File: src/rtl/apb_spi_pkg.sv
// Shared definitions for the APB front-end of the SPI master: register map,
// strobe bit positions and the front-end FSM encoding.
package apb_spi_pkg;

  // Low three address bits; bit 2 selects the read-only half of the map.
  localparam logic [2:0] ADDR_CONFIG = 3'h0;
  localparam logic [2:0] ADDR_TX_WR  = 3'h1;
  localparam logic [2:0] ADDR_RX_WR  = 3'h2;
  localparam logic [2:0] ADDR_CMD_WR = 3'h3;
  localparam logic [2:0] ADDR_STATE  = 3'h4;
  localparam logic [2:0] ADDR_RX_RD  = 3'h5;
  localparam logic [2:0] ADDR_TX_RD  = 3'h6;
  localparam logic [2:0] ADDR_CMD_RD = 3'h7;

  // Positions in the 8-bit strobe vector {DR3..DR0, WR3..WR0}.
  localparam logic [2:0] STB_WR0 = 3'd0;
  localparam logic [2:0] STB_WR1 = 3'd1;
  localparam logic [2:0] STB_WR2 = 3'd2;
  localparam logic [2:0] STB_WR3 = 3'd3;
  localparam logic [2:0] STB_DR0 = 3'd4;
  localparam logic [2:0] STB_DR1 = 3'd5;
  localparam logic [2:0] STB_DR2 = 3'd6;
  localparam logic [2:0] STB_DR3 = 3'd7;

  typedef enum logic [1:0] {
    StIdle,
    StStrobe,
    StRwait,
    StResp
  } apb_state_e;

endpackage

File: src/rtl/apb_spi_addr_dec.sv
// Combinational decode of an APB address and direction into a one-hot
// register strobe vector plus an illegal-access flag.
module apb_spi_addr_dec
  import apb_spi_pkg::*;
#(
  parameter int unsigned AddrW = 4
) (
  input  logic [AddrW-1:0] addr,
  input  logic             write,
  output logic [7:0]       strb,
  output logic             err
);

  logic hi;
  logic bad_dir;

  if (AddrW > 3) begin : g_hi
    assign hi = |addr[AddrW-1:3];
  end else begin : g_no_hi
    assign hi = 1'b0;
  end

  always_comb begin
    strb    = '0;
    bad_dir = 1'b0;
    unique case (addr[2:0])
      ADDR_CONFIG: begin strb[STB_WR0] = write;  bad_dir = !write; end
      ADDR_TX_WR:  begin strb[STB_WR1] = write;  bad_dir = !write; end
      ADDR_RX_WR:  begin strb[STB_WR2] = write;  bad_dir = !write; end
      ADDR_CMD_WR: begin strb[STB_WR3] = write;  bad_dir = !write; end
      ADDR_STATE:  begin strb[STB_DR0] = !write; bad_dir = write;  end
      ADDR_RX_RD:  begin strb[STB_DR1] = !write; bad_dir = write;  end
      ADDR_TX_RD:  begin strb[STB_DR2] = !write; bad_dir = write;  end
      ADDR_CMD_RD: begin strb[STB_DR3] = !write; bad_dir = write;  end
    endcase
    err = hi | bad_dir;
    if (err) begin
      strb = '0;
    end
  end

endmodule

File: src/rtl/apb_spi_regif.sv
// APB3 slave front-end for the SPI master: turns APB transfers into one-cycle
// register strobes and returns the master's read data with PREADY wait states.
module apb_spi_regif
  import apb_spi_pkg::*;
#(
  parameter int unsigned ADDR_W = 4,
  parameter int unsigned RD_LAT = 1  // legal range 1..7
) (
  input  logic              i_PCLK,
  input  logic              i_PRESET,
  input  logic              i_PSEL,
  input  logic              i_PENABLE,
  input  logic              i_PWRITE,
  input  logic [ADDR_W-1:0] i_PADDR,
  input  logic [7:0]        i_PWDATA,
  output logic [7:0]        o_PRDATA,
  output logic              o_PREADY,
  output logic              o_PSLVERR,
  output logic              o_WR0,
  output logic              o_WR1,
  output logic              o_WR2,
  output logic              o_WR3,
  output logic              o_DR0,
  output logic              o_DR1,
  output logic              o_DR2,
  output logic              o_DR3,
  output logic [7:0]        o_WDATA,
  input  logic [7:0]        i_RDATA
);

  apb_state_e state_q, state_d;
  logic [7:0] strb_q, strb_d;
  logic       write_q, write_d;
  logic [2:0] cnt_q, cnt_d;
  logic       pready_q, pready_d;
  logic       pslverr_q, pslverr_d;
  logic [7:0] prdata_q, prdata_d;
  logic [7:0] wdata_q, wdata_d;

  logic [7:0] dec_strb;
  logic       dec_err;

  apb_spi_addr_dec #(
    .AddrW (ADDR_W)
  ) u_addr_dec (
    .addr  (i_PADDR),
    .write (i_PWRITE),
    .strb  (dec_strb),
    .err   (dec_err)
  );

  always_comb begin
    state_d   = state_q;
    strb_d    = '0;
    write_d   = write_q;
    cnt_d     = cnt_q;
    pready_d  = 1'b0;
    pslverr_d = 1'b0;
    prdata_d  = prdata_q;
    wdata_d   = wdata_q;
    unique case (state_q)
      StIdle: begin
        // Only a setup phase starts a transfer; a lone PENABLE is ignored.
        if (i_PSEL && !i_PENABLE) begin
          write_d = i_PWRITE;
          wdata_d = i_PWDATA;
          if (dec_err) begin
            pready_d  = 1'b1;
            pslverr_d = 1'b1;
            state_d   = StResp;
          end else begin
            strb_d  = dec_strb;
            state_d = StStrobe;
          end
        end
      end
      StStrobe: begin
        if (!i_PSEL) begin
          state_d = StIdle;
        end else if (write_q) begin
          pready_d = 1'b1;
          state_d  = StResp;
        end else begin
          cnt_d   = 3'(RD_LAT);
          state_d = StRwait;
        end
      end
      StRwait: begin
        if (!i_PSEL) begin
          state_d = StIdle;
        end else begin
          cnt_d = cnt_q - 3'd1;
          if (cnt_q == 3'd1) begin
            prdata_d = i_RDATA;
            pready_d = 1'b1;
            state_d  = StResp;
          end
        end
      end
      StResp:  state_d = StIdle;
      default: state_d = StIdle;
    endcase
  end

  always_ff @(posedge i_PCLK) begin
    if (i_PRESET) begin
      state_q   <= StIdle;
      strb_q    <= '0;
      write_q   <= 1'b0;
      cnt_q     <= '0;
      pready_q  <= 1'b0;
      pslverr_q <= 1'b0;
      prdata_q  <= '0;
      wdata_q   <= '0;
    end else begin
      state_q   <= state_d;
      strb_q    <= strb_d;
      write_q   <= write_d;
      cnt_q     <= cnt_d;
      pready_q  <= pready_d;
      pslverr_q <= pslverr_d;
      prdata_q  <= prdata_d;
      wdata_q   <= wdata_d;
    end
  end

  assign o_PRDATA  = prdata_q;
  assign o_PREADY  = pready_q;
  assign o_PSLVERR = pslverr_q;
  assign o_WDATA   = wdata_q;
  assign o_WR0     = strb_q[STB_WR0];
  assign o_WR1     = strb_q[STB_WR1];
  assign o_WR2     = strb_q[STB_WR2];
  assign o_WR3     = strb_q[STB_WR3];
  assign o_DR0     = strb_q[STB_DR0];
  assign o_DR1     = strb_q[STB_DR1];
  assign o_DR2     = strb_q[STB_DR2];
  assign o_DR3     = strb_q[STB_DR3];

endmodule

File: config.mk
export PLATFORM = sky130hd
export DESIGN_NAME = apb_spi_regif
export DESIGN_NICKNAME = d
export VERILOG_FILES = /design/src/rtl/apb_spi_pkg.sv /design/src/rtl/apb_spi_addr_dec.sv /design/src/rtl/apb_spi_regif.sv
export SDC_FILE = /design/constraint.sdc
export NUM_CORES = 1
export LEC_CHECK = 0
export ABC_AREA = 1
export CORE_MARGIN = 2
export CORE_UTILIZATION = 40
export CTS_CLUSTER_DIAMETER = 120
export DETAILED_ROUTE_END_ITERATION = 10
export HOLD_SLACK_MARGIN = 0.02
export PLACE_DENSITY = 0.7
export SYNTH_ARGS = -nofsm -noshare
export SYNTH_HDL_FRONTEND = slang
export SYNTH_SLANG_ARGS = --single-unit
File: constraint.sdc
create_clock -name i_PCLK -period 1.63 [get_ports i_PCLK]
set_input_delay 0.326 -clock i_PCLK [delete_from_list [all_inputs] [get_ports i_PCLK]]
set_output_delay 0.326 -clock i_PCLK [all_outputs]
set_load 0.005 [all_outputs]
# --- Yosys cells after proc, flatten, opt, wreduce, memory -nomap -nowiden ---
# Cells that the tools add are included.
classes:
  add_sub_neg: 1
  eq_ne: 16
  n_mux: 19
  bitwise: 11
  reduce_logical: 21
op_table:
  columns: ["op", "n"]
  rows:
  - ["$reduce_or A5 Y1", 8]
  - ["$eq A3 B3 Y1 const B", 4]
  - ["$mux W2", 5]
  - ["$not A1 Y1", 10]
  - ["$mux W3", 3]
  - ["$ne A2 B2 Y1 const B", 4]
  - ["$pmux W2 S4", 1]
  - ["$reduce_or A4 Y1", 2]
  - ["$mux W1", 7]
  - ["$eq A3 B1 Y1 const B", 2]
  - ["$eq A3 B2 Y1 const B", 2]
  - ["$pmux W3 S2", 1]
  - ["$eq A2 B2 Y1 const B", 2]
  - ["$reduce_and A2 Y1", 2]
  - ["$reduce_and A4 Y1", 1]
  - ["$logic_not A3 Y1", 1]
  - ["$ne A3 B3 Y1 const B", 1]
  - ["$pmux W1 S3", 1]
  - ["$reduce_and A3 Y1", 1]
  - ["$sub A3 B1 Y3 const B", 1]
  - ["$eq A2 B1 Y1 const B", 1]
  - ["$logic_not A1 Y1", 2]
  - ["$logic_not A2 Y1", 1]
  - ["$pmux W1 S2", 1]
  - ["other kinds (4)", 4]
totals:
  ff_bits: 32
  output_inout_bits: 26

# --- Depth between registers and ports, before layout ---
# Gate-level depths: netlist (run 1).
logic_depth:
  word_depth: 7
  mapped_depth: 9

# --- Cells and area by module ---
# Synthesis (run 1) repeated with hierarchy kept, for this count alone.
unflattened:
  cells_unflattened: 192
  area_unflattened_um2: 1396.3
modules_own_cells:
  columns: ["mod", "instances", "cells_each", "area_each_um2", "seq_area_each_um2"]
  rows:
  - ["apb_spi_regif", 1, 169, 1296.2, 640.6]
  - ["apb_spi_addr_dec", 1, 23, 100.1, 0.0]

# --- Worst setup path before layout (run 1) ---
# No wires, ideal clock.
synth_path:
  path_type: "reg-to-reg"
  startpoint: "reg state_q[0]"
  endpoint: "reg write_q"
  t_arrival_ps: 1112
  setup_slack_ps: 401
  path_stages_with_launch: 8
  n_path_buf: 1
  period_less_slack_ps: 1229
  path_cell_list: "dfxtp_1 > inv_1 > ha_1 > nand3_4 > inv_2 > buf_8 > o21ai_2 > a21oi_2"
synth_between:
  elab_chain_len: 2
synth_rtl:
  columns: ["element", "line_no", "rtl"]
  rows:
  - ["start: declaration", "apb_spi_regif.sv:31", "apb_state_e state_q, state_d;"]
  - ["start signal: assignment", "apb_spi_regif.sv:107", "state_q <= StIdle;"]
  - ["start signal: assignment", "apb_spi_regif.sv:116", "state_q <= state_d;"]
  - ["$logic_not A2 Y1", "apb_spi_regif.sv:61", "unique case (state_q)"]
  - ["$reduce_and A2 Y1 (no source line)", null, null]
  - ["end signal: assignment", "apb_spi_regif.sv:118", "write_q <= write_d;"]
  - ["end: declaration", "apb_spi_regif.sv:33", "logic write_q, write_d;"]
# Every way passes these cells.
# A chain may end at the register's enable or synchronous reset.

# --- Final worst setup path (run 1) ---
layout_path:
  startpoint: "reg prdata_q[5] (netlist: o_PRDATA[5])"
  endpoint: "out o_PRDATA[5]"
layout_rtl:
  columns: ["element", "line_no", "rtl"]
  rows:
  - ["start: declaration", "apb_spi_regif.sv:37", "logic [7:0] prdata_q, prdata_d;"]
  - ["start signal: assignment", "apb_spi_regif.sv:122", "prdata_q <= prdata_d;"]
  - ["end: declaration", "apb_spi_regif.sv:16", "output logic [7:0] o_PRDATA,"]
# No word-level cell between the ends.

==> run metrics, run 1 <==
global placement routability congestion=0.814; Hold Path Class=register to register; status=finished clean; crit path DAT=1.18 ns; Switching Fraction=34.3%; Slew headroom=75.3%; Worst setup SP type=register; nets@finish=266; Clock Sinks=32; Hold Vio Cnt, Final=0; io pins=51; worst r2r path cells=8; Pwr per Cell Area=1080 nW/µm²; synth warn=0; FF-to-FF End=o_PRDATA[7]$_SDFFE_PP0P_; PortBufs=50; Row Count=21; storage element area=641 µm²; top-count cell post-synth=nor2_1; register share of total power=42.3%; Comb pwr share=36.1%; fmax=665 MHz; Clk Latency, worst-skew pair=0.33 ns; Iteration-0 DRC Markers=20; drt via density=4.40; CTS max path bufs=2; WL/cell=10.0 µm; Final Max Slew Viols=0; Net Switching=756 µW; multi-input logic area=664 µm²; Worst setup EP type=primary output; setup bufs post-CTS=0; total grt overflow=0; static leakage power=0.000837 µW; setup violators final=0; overall power=2200 µW; Worst-Margin Slew=0.370 ns; crit share post-route=92.3%; Internal Power=1450 µW; r2r startpoint=state_q[0]$_SDFFE_PP0P_; Synth top area share=46.0%; final worst path period need=1.50 ns; family with the most delay on the worst path=buffers and inverters; critical path type=register to primary output; skew final=0.0121 ns; Crit-path slowest cell=clkdlybuf4s50_1; height of the die=63.0 µm; crit-path max cell delay=0.50 ns; flops & latches, synth=32; placeable core area=3340 µm²; ys flop type=dfxtp_1; CTS clk-pin slew, worst paths=0.11 ns; global-route wire length before repair=4690 µm; Root Driver=clkbuf_4; final wirelength=2820 µm; VDD IR-drop max=0.559 mV; CTS tree=yes; worst hold path depth=2; RSZ-0062 raised after global routing=no; critical path fanouts, max=2; Total Routing Usage GR=15.0%; H-tree levels=2; dpl hpwl=2160 µm; Synth area leaders=dfxtp_1 46%, nor2_1 10%, nand2_1 9.2%; Post-CTS Hold Buffers=0; die area=3970 µm²; ys async rst share=0%; Final Util=60.9%; Yosys top cell by area=dfxtp_1; DRC viols=0; post-cts resize count=0; Worst Hold End=o_WDATA[6]$_SDFFE_PP0P_; netlist area before placement=1390 µm²; post-synthesis sequential area ratio=46.0%; largest net degree at the start of global routing=14; # diodes=0; worst path required time=1.30 ns; total CTS buffers=5; hold_sp=o_WDATA[6]$_SDFFE_PP0P_; mean post-synth cell area=7.91 µm²; Final ANT Viol Nets=0; starting density of the core=41.7%; Clk network pwr share=21.6%; crit-path cells=clkdlybuf4s50_1; Die Width=63.0 µm; Initial DRT Pass Iterations=4; Buf/Inv on CP=1; Via Count=1235; initial antenna violation count=0; register-to-register setup slack=0.25 ns; Max Cap Viol=0; Post-synth EDFFs=0; # fillers=307; vias in the first global route=1082; layout cell share with drive strength beyond 1=16.6%; Synth cell types=23; Post-Synthesis Cells=176; Area Growth Syn to Fin=46.0%; Post-Syn Nets=208; top cells by count, synth=37 x nor2_1, 34 x nand2_1, 32 x dfxtp_1, 14 x inv_1, 10 x nand2_2
[kinds of logic after synthesis]
family,after synthesis,synth area share [%]
AO/OA/AOI/OAI,22,10.6
adder cells (fa/ha/maj),7,6.29
buffers and inverters,20,6.29
flip-flops,32,46.0
AND/OR/NAND/NOR,95,30.8
[per-layer routing]
| metal | routed length, µm | vias to the layer above | global-route usage (%) |
|---|---|---|---|
| met1 | 1350 | 525 | 18.5 |
| met5 | 0 | - | 0 |
| met4 | 37 | 0 | 6.67 |
| li1 | - | 663 | - |
| met3 | 233 | 4 | 5.59 |
| met2 | 1200 | 43 | 23.3 |
[layout make-up]
class | count | share of cell area (%)
clock buffer | 7 | 2.71
clock inverter | 1 | 0.369
multi-input combinational | 124 | 32.7
tap | 46 | 2.83
timing repair buffer | 54 | 26.7
sequential | 32 | 31.5
inverter | 17 | 3.20
[through the flow]
step,std cells,hold WS [ns],setup WS (ns),setup TNS [ns],instance area [µm²]
after floorplan,176,0.462,0.401,0,1390
after global placement,273,0.462,0.0288,0,1970
after detailed placement,273,0.467,-0.0181,-0.0414,1970
after CTS,281,0.483,0.105,0,2030
after global routing,281,0.501,0.0518,0,2030
final,281,0.476,0.125,0,2030
[power groups by stage]
stage	Clock (µW)	Sequential (µW)	Combinational (µW)
after floorplan	0	945	525
after global placement	0	951	800
after detailed placement	0	951	800
after CTS	493	933	804
after global routing	525	946	901
final	476	933	796
[how the worst max path moves through the flow]
| stage | startpoint | endpoint | slack (ns) | cells after the start |
|---|---|---|---|---|
| after floorplan | state_q[0]$_SDFFE_PP0P_ | write_q$_SDFFE_PP0P_ | 0.40 | 7 |
| after global placement | i_PSEL | o_PRDATA[5]$_SDFFE_PP0P_ | 0.03 | 7 |
| after global routing | o_PRDATA[4]$_SDFFE_PP0P_ | o_PRDATA[4] | 0.05 | 1 |
| after CTS | o_PRDATA[4]$_SDFFE_PP0P_ | o_PRDATA[4] | 0.10 | 1 |
| final | o_PRDATA[5]$_SDFFE_PP0P_ | o_PRDATA[5] | 0.13 | 1 |
| after detailed placement | i_PSEL | o_PRDATA[5]$_SDFFE_PP0P_ | -0.02 | 7 |
[cell usage in the layout (no fill, tap or decap)]
| master | n |
|---|---|
| dfxtp_1 | 32 |
| nand3_4 | 1 |
| nand2_4 | 1 |
| o21ai_0 | 9 |
| clkdlybuf4s50_1 | 50 |
| clkinvlp_4 | 1 |
| clkbuf_8 | 1 |
| buf_12 | 1 |
| o21ai_1 | 1 |
| nand4_1 | 1 |
| a21oi_2 | 9 |
| clkinv_2 | 1 |
| nand3_1 | 8 |
| or2_2 | 1 |
| a21oi_1 | 2 |
| nand4_2 | 1 |
| nand2_2 | 10 |
| clkbuf_1 | 1 |
| nor2_1 | 37 |
| inv_1 | 14 |
| inv_2 | 2 |
| clkbuf_4 | 5 |
| buf_4 | 3 |
| ha_1 | 7 |
| o21ai_2 | 1 |
| nor2_2 | 1 |
| nand2_1 | 34 |
[state kept, by name, indices dropped and copies added, names as in the netlist]
signal and count:
strb_q 8, o_WDATA 8, o_PREADY 1, o_PSLVERR 1
o_PRDATA 8, state_q 2, write_q 1, cnt_q 3
(Power assumes the default switching activity.)
==> inputs of run 2 (changes only) <==
CELL_PAD_IN_SITES_DETAIL_PLACEMENT = 0   (was default)
CELL_PAD_IN_SITES_GLOBAL_PLACEMENT = 1   (was default)
CORE_UTILIZATION = 31   (was 40)
CTS_CLUSTER_SIZE = 12   (was default)
GPL_TIMING_DRIVEN = 0   (was default)
PLACE_DENSITY = 0.76   (was 0.7)
==> run metrics, run 2 (same netlist as run 1, synthesis figures left out) <==
status=finished clean; number of cells on the critical path=1 (unchanged); final wirelength=3010 µm (+6.5%); height of the die=71.0 µm (+13%); RSZ-0062 raised after global routing=no; Worst-Margin Slew=0.634 ns (+0.264 ns); CTS tree=yes; final worst path period need=1.45 ns (-0.0505 ns); worst path required time=1.30 ns (about the same); Initial DRT Pass Iterations=4 (unchanged); initial antenna violation count=0 (unchanged); largest net degree at the start of global routing=11 (-3); Row Count=24 (+14%); Pwr per Cell Area=1110 nW/µm² (+2.3%); dpl hpwl=2230 µm (+3.5%); Final ANT Viol Nets=0 (unchanged); Final Util=46.8% (-14 points); PortBufs=50 (unchanged); commonest non-fill, non-tap cell in the layout=clkdlybuf4s50_1; placed cell count=278 (+1.8%); Area Growth Syn to Fin=46.2%; starting density of the core=32.0% (-9.7 points); total CTS buffers=5 (unchanged); Slew headroom=57.7% (-18 points); Setup WS pre-CTS=-0.0771 ns (-0.0590 ns); Crit-path slowest cell=clkdlybuf4s50_1; Max Cap Viol=0 (unchanged); Die Width=71.0 µm (+13%); critical path fanouts, max=2 (unchanged); setup bufs post-CTS=0 (unchanged); WL/cell=10.5 µm (+5.0%); worst hold slack=0.473 ns (-0.00301 ns); Buf/Inv on CP=1 (unchanged); Hold Vio Cnt, Final=0 (unchanged); Hold Path Class=register to register; VDD IR-drop max=0.448 mV (-20%); global placement routability congestion=0.733 (-9.9%); Root Driver=clkbuf_8; commonest cells after routing, fill and taps aside=50 x clkdlybuf4s50_1, 37 x nor2_1, 34 x nand2_1; overall power=2260 µW (+2.5%); critical path type=register to primary output; nets@finish=265 (-0.38%); die area=5040 µm² (+27%); Iteration-0 DRC Markers=65 (+230%); drt via density=4.42 (+0.51%); Clk Latency, worst-skew pair=0.28 ns (-0.05 ns); placeable core area=4350 µm² (+30%); Non-Filler Instances=285 (+1.4%); Worst setup EP type=primary output; Post-CTS Hold Buffers=0 (unchanged); CTS max path bufs=2 (unchanged); Total Routing Usage GR=12.9% (-2.1 points); family with the most delay on the worst path=buffers and inverters; setup violators final=0 (unchanged); total grt overflow=0 (unchanged); H-tree levels=2 (unchanged); vias in the first global route=1163 (+7.5%); static leakage power=0.000833 µW (-0.45%); final setup margin=0.176 ns (+0.0505 ns); skew final=0.00395 ns (-0.00815 ns); io pins=51 (unchanged); worst hold path depth=2 (unchanged); post-cts resize count=0 (unchanged); Clock Sinks=32 (unchanged); crit share post-route=89.2% (-3.1 points); Final Max Slew Viols=0 (unchanged); CTS clk-pin slew, worst paths=0.06 ns (-0.05 ns); global-route wire length before repair=5040 µm (+7.6%); crit-path max cell delay=0.51 ns (about the same); Worst setup SP type=register; crit path DAT=1.13 ns (-0.05 ns); crit-path cells=clkdlybuf4s50_1; # diodes=0 (unchanged); layout cell share with drive strength beyond 1=15.0% (-1.6 points); DRC viols=0 (unchanged); worst r2r path cells=8 (unchanged); fmax=688 MHz (+3.5%); Via Count=1259 (+1.9%)
## run 2: path summary, 6_finish.rpt
| path | startpoint | endpoint | slack [ns] |
|---|---|---|---|
| hold / removal | o_WDATA[3]$_SDFFE_PP0P_ | o_WDATA[3]$_SDFFE_PP0P_ | 0.47 |
| setup reg to reg | state_q[0]$_SDFFE_PP0P_ | o_PRDATA[3]$_SDFFE_PP0P_ | 0.22 |
| setup / recovery | o_WDATA[4]$_SDFFE_PP0P_ | o_WDATA[4] | 0.18 |
| hold reg to reg | o_WDATA[3]$_SDFFE_PP0P_ | o_WDATA[3]$_SDFFE_PP0P_ | 0.47 |
## run 2: power breakdown
part	leakage (µW)	internal [µW]	switching, µW
Clock	0.0000410	290	274
Combinational	0.000532	336	424
Sequential	0.000260	877	58.6
Total	0.000833	1500	756
## run 2: area by class of cell
type                    count  area [µm²]
fillers                   448        2320
multi-input cells         124         664
flip-flops and latches     32         641
repair buffers             50         500
clock buffers               6        72.6
inverters                  17        65.1
well taps                  52        65.1
plain buffers               3        22.5
clock inverters             1        5.00
## run 2: metrics by stage
| step | setup TNS, ns | cell area (µm²) |
|---|---|---|
| floorplan | 0 | 1390 |
| global placement | -1.41 | 1960 |
| detailed placement | -1.24 | 1960 |
| CTS | 0 | 2040 |
| global route | 0 | 2040 |
| finish | 0 | 2040 |
## run 2: routing by layer
| metal | share of wire (%) | wire length [µm] | vias to the layer above | global-route usage (%) |
|---|---|---|---|---|
| met4 | 2.3 | 69 | 0 | 6.92 |
| li1 | - | - | 660 | - |
| met1 | 47 | 1410 | 559 | 15.9 |
| met2 | 45 | 1350 | 34 | 19.5 |
| met3 | 6.0 | 181 | 6 | 4.99 |
| met5 | 0 | 0 | - | 0 |
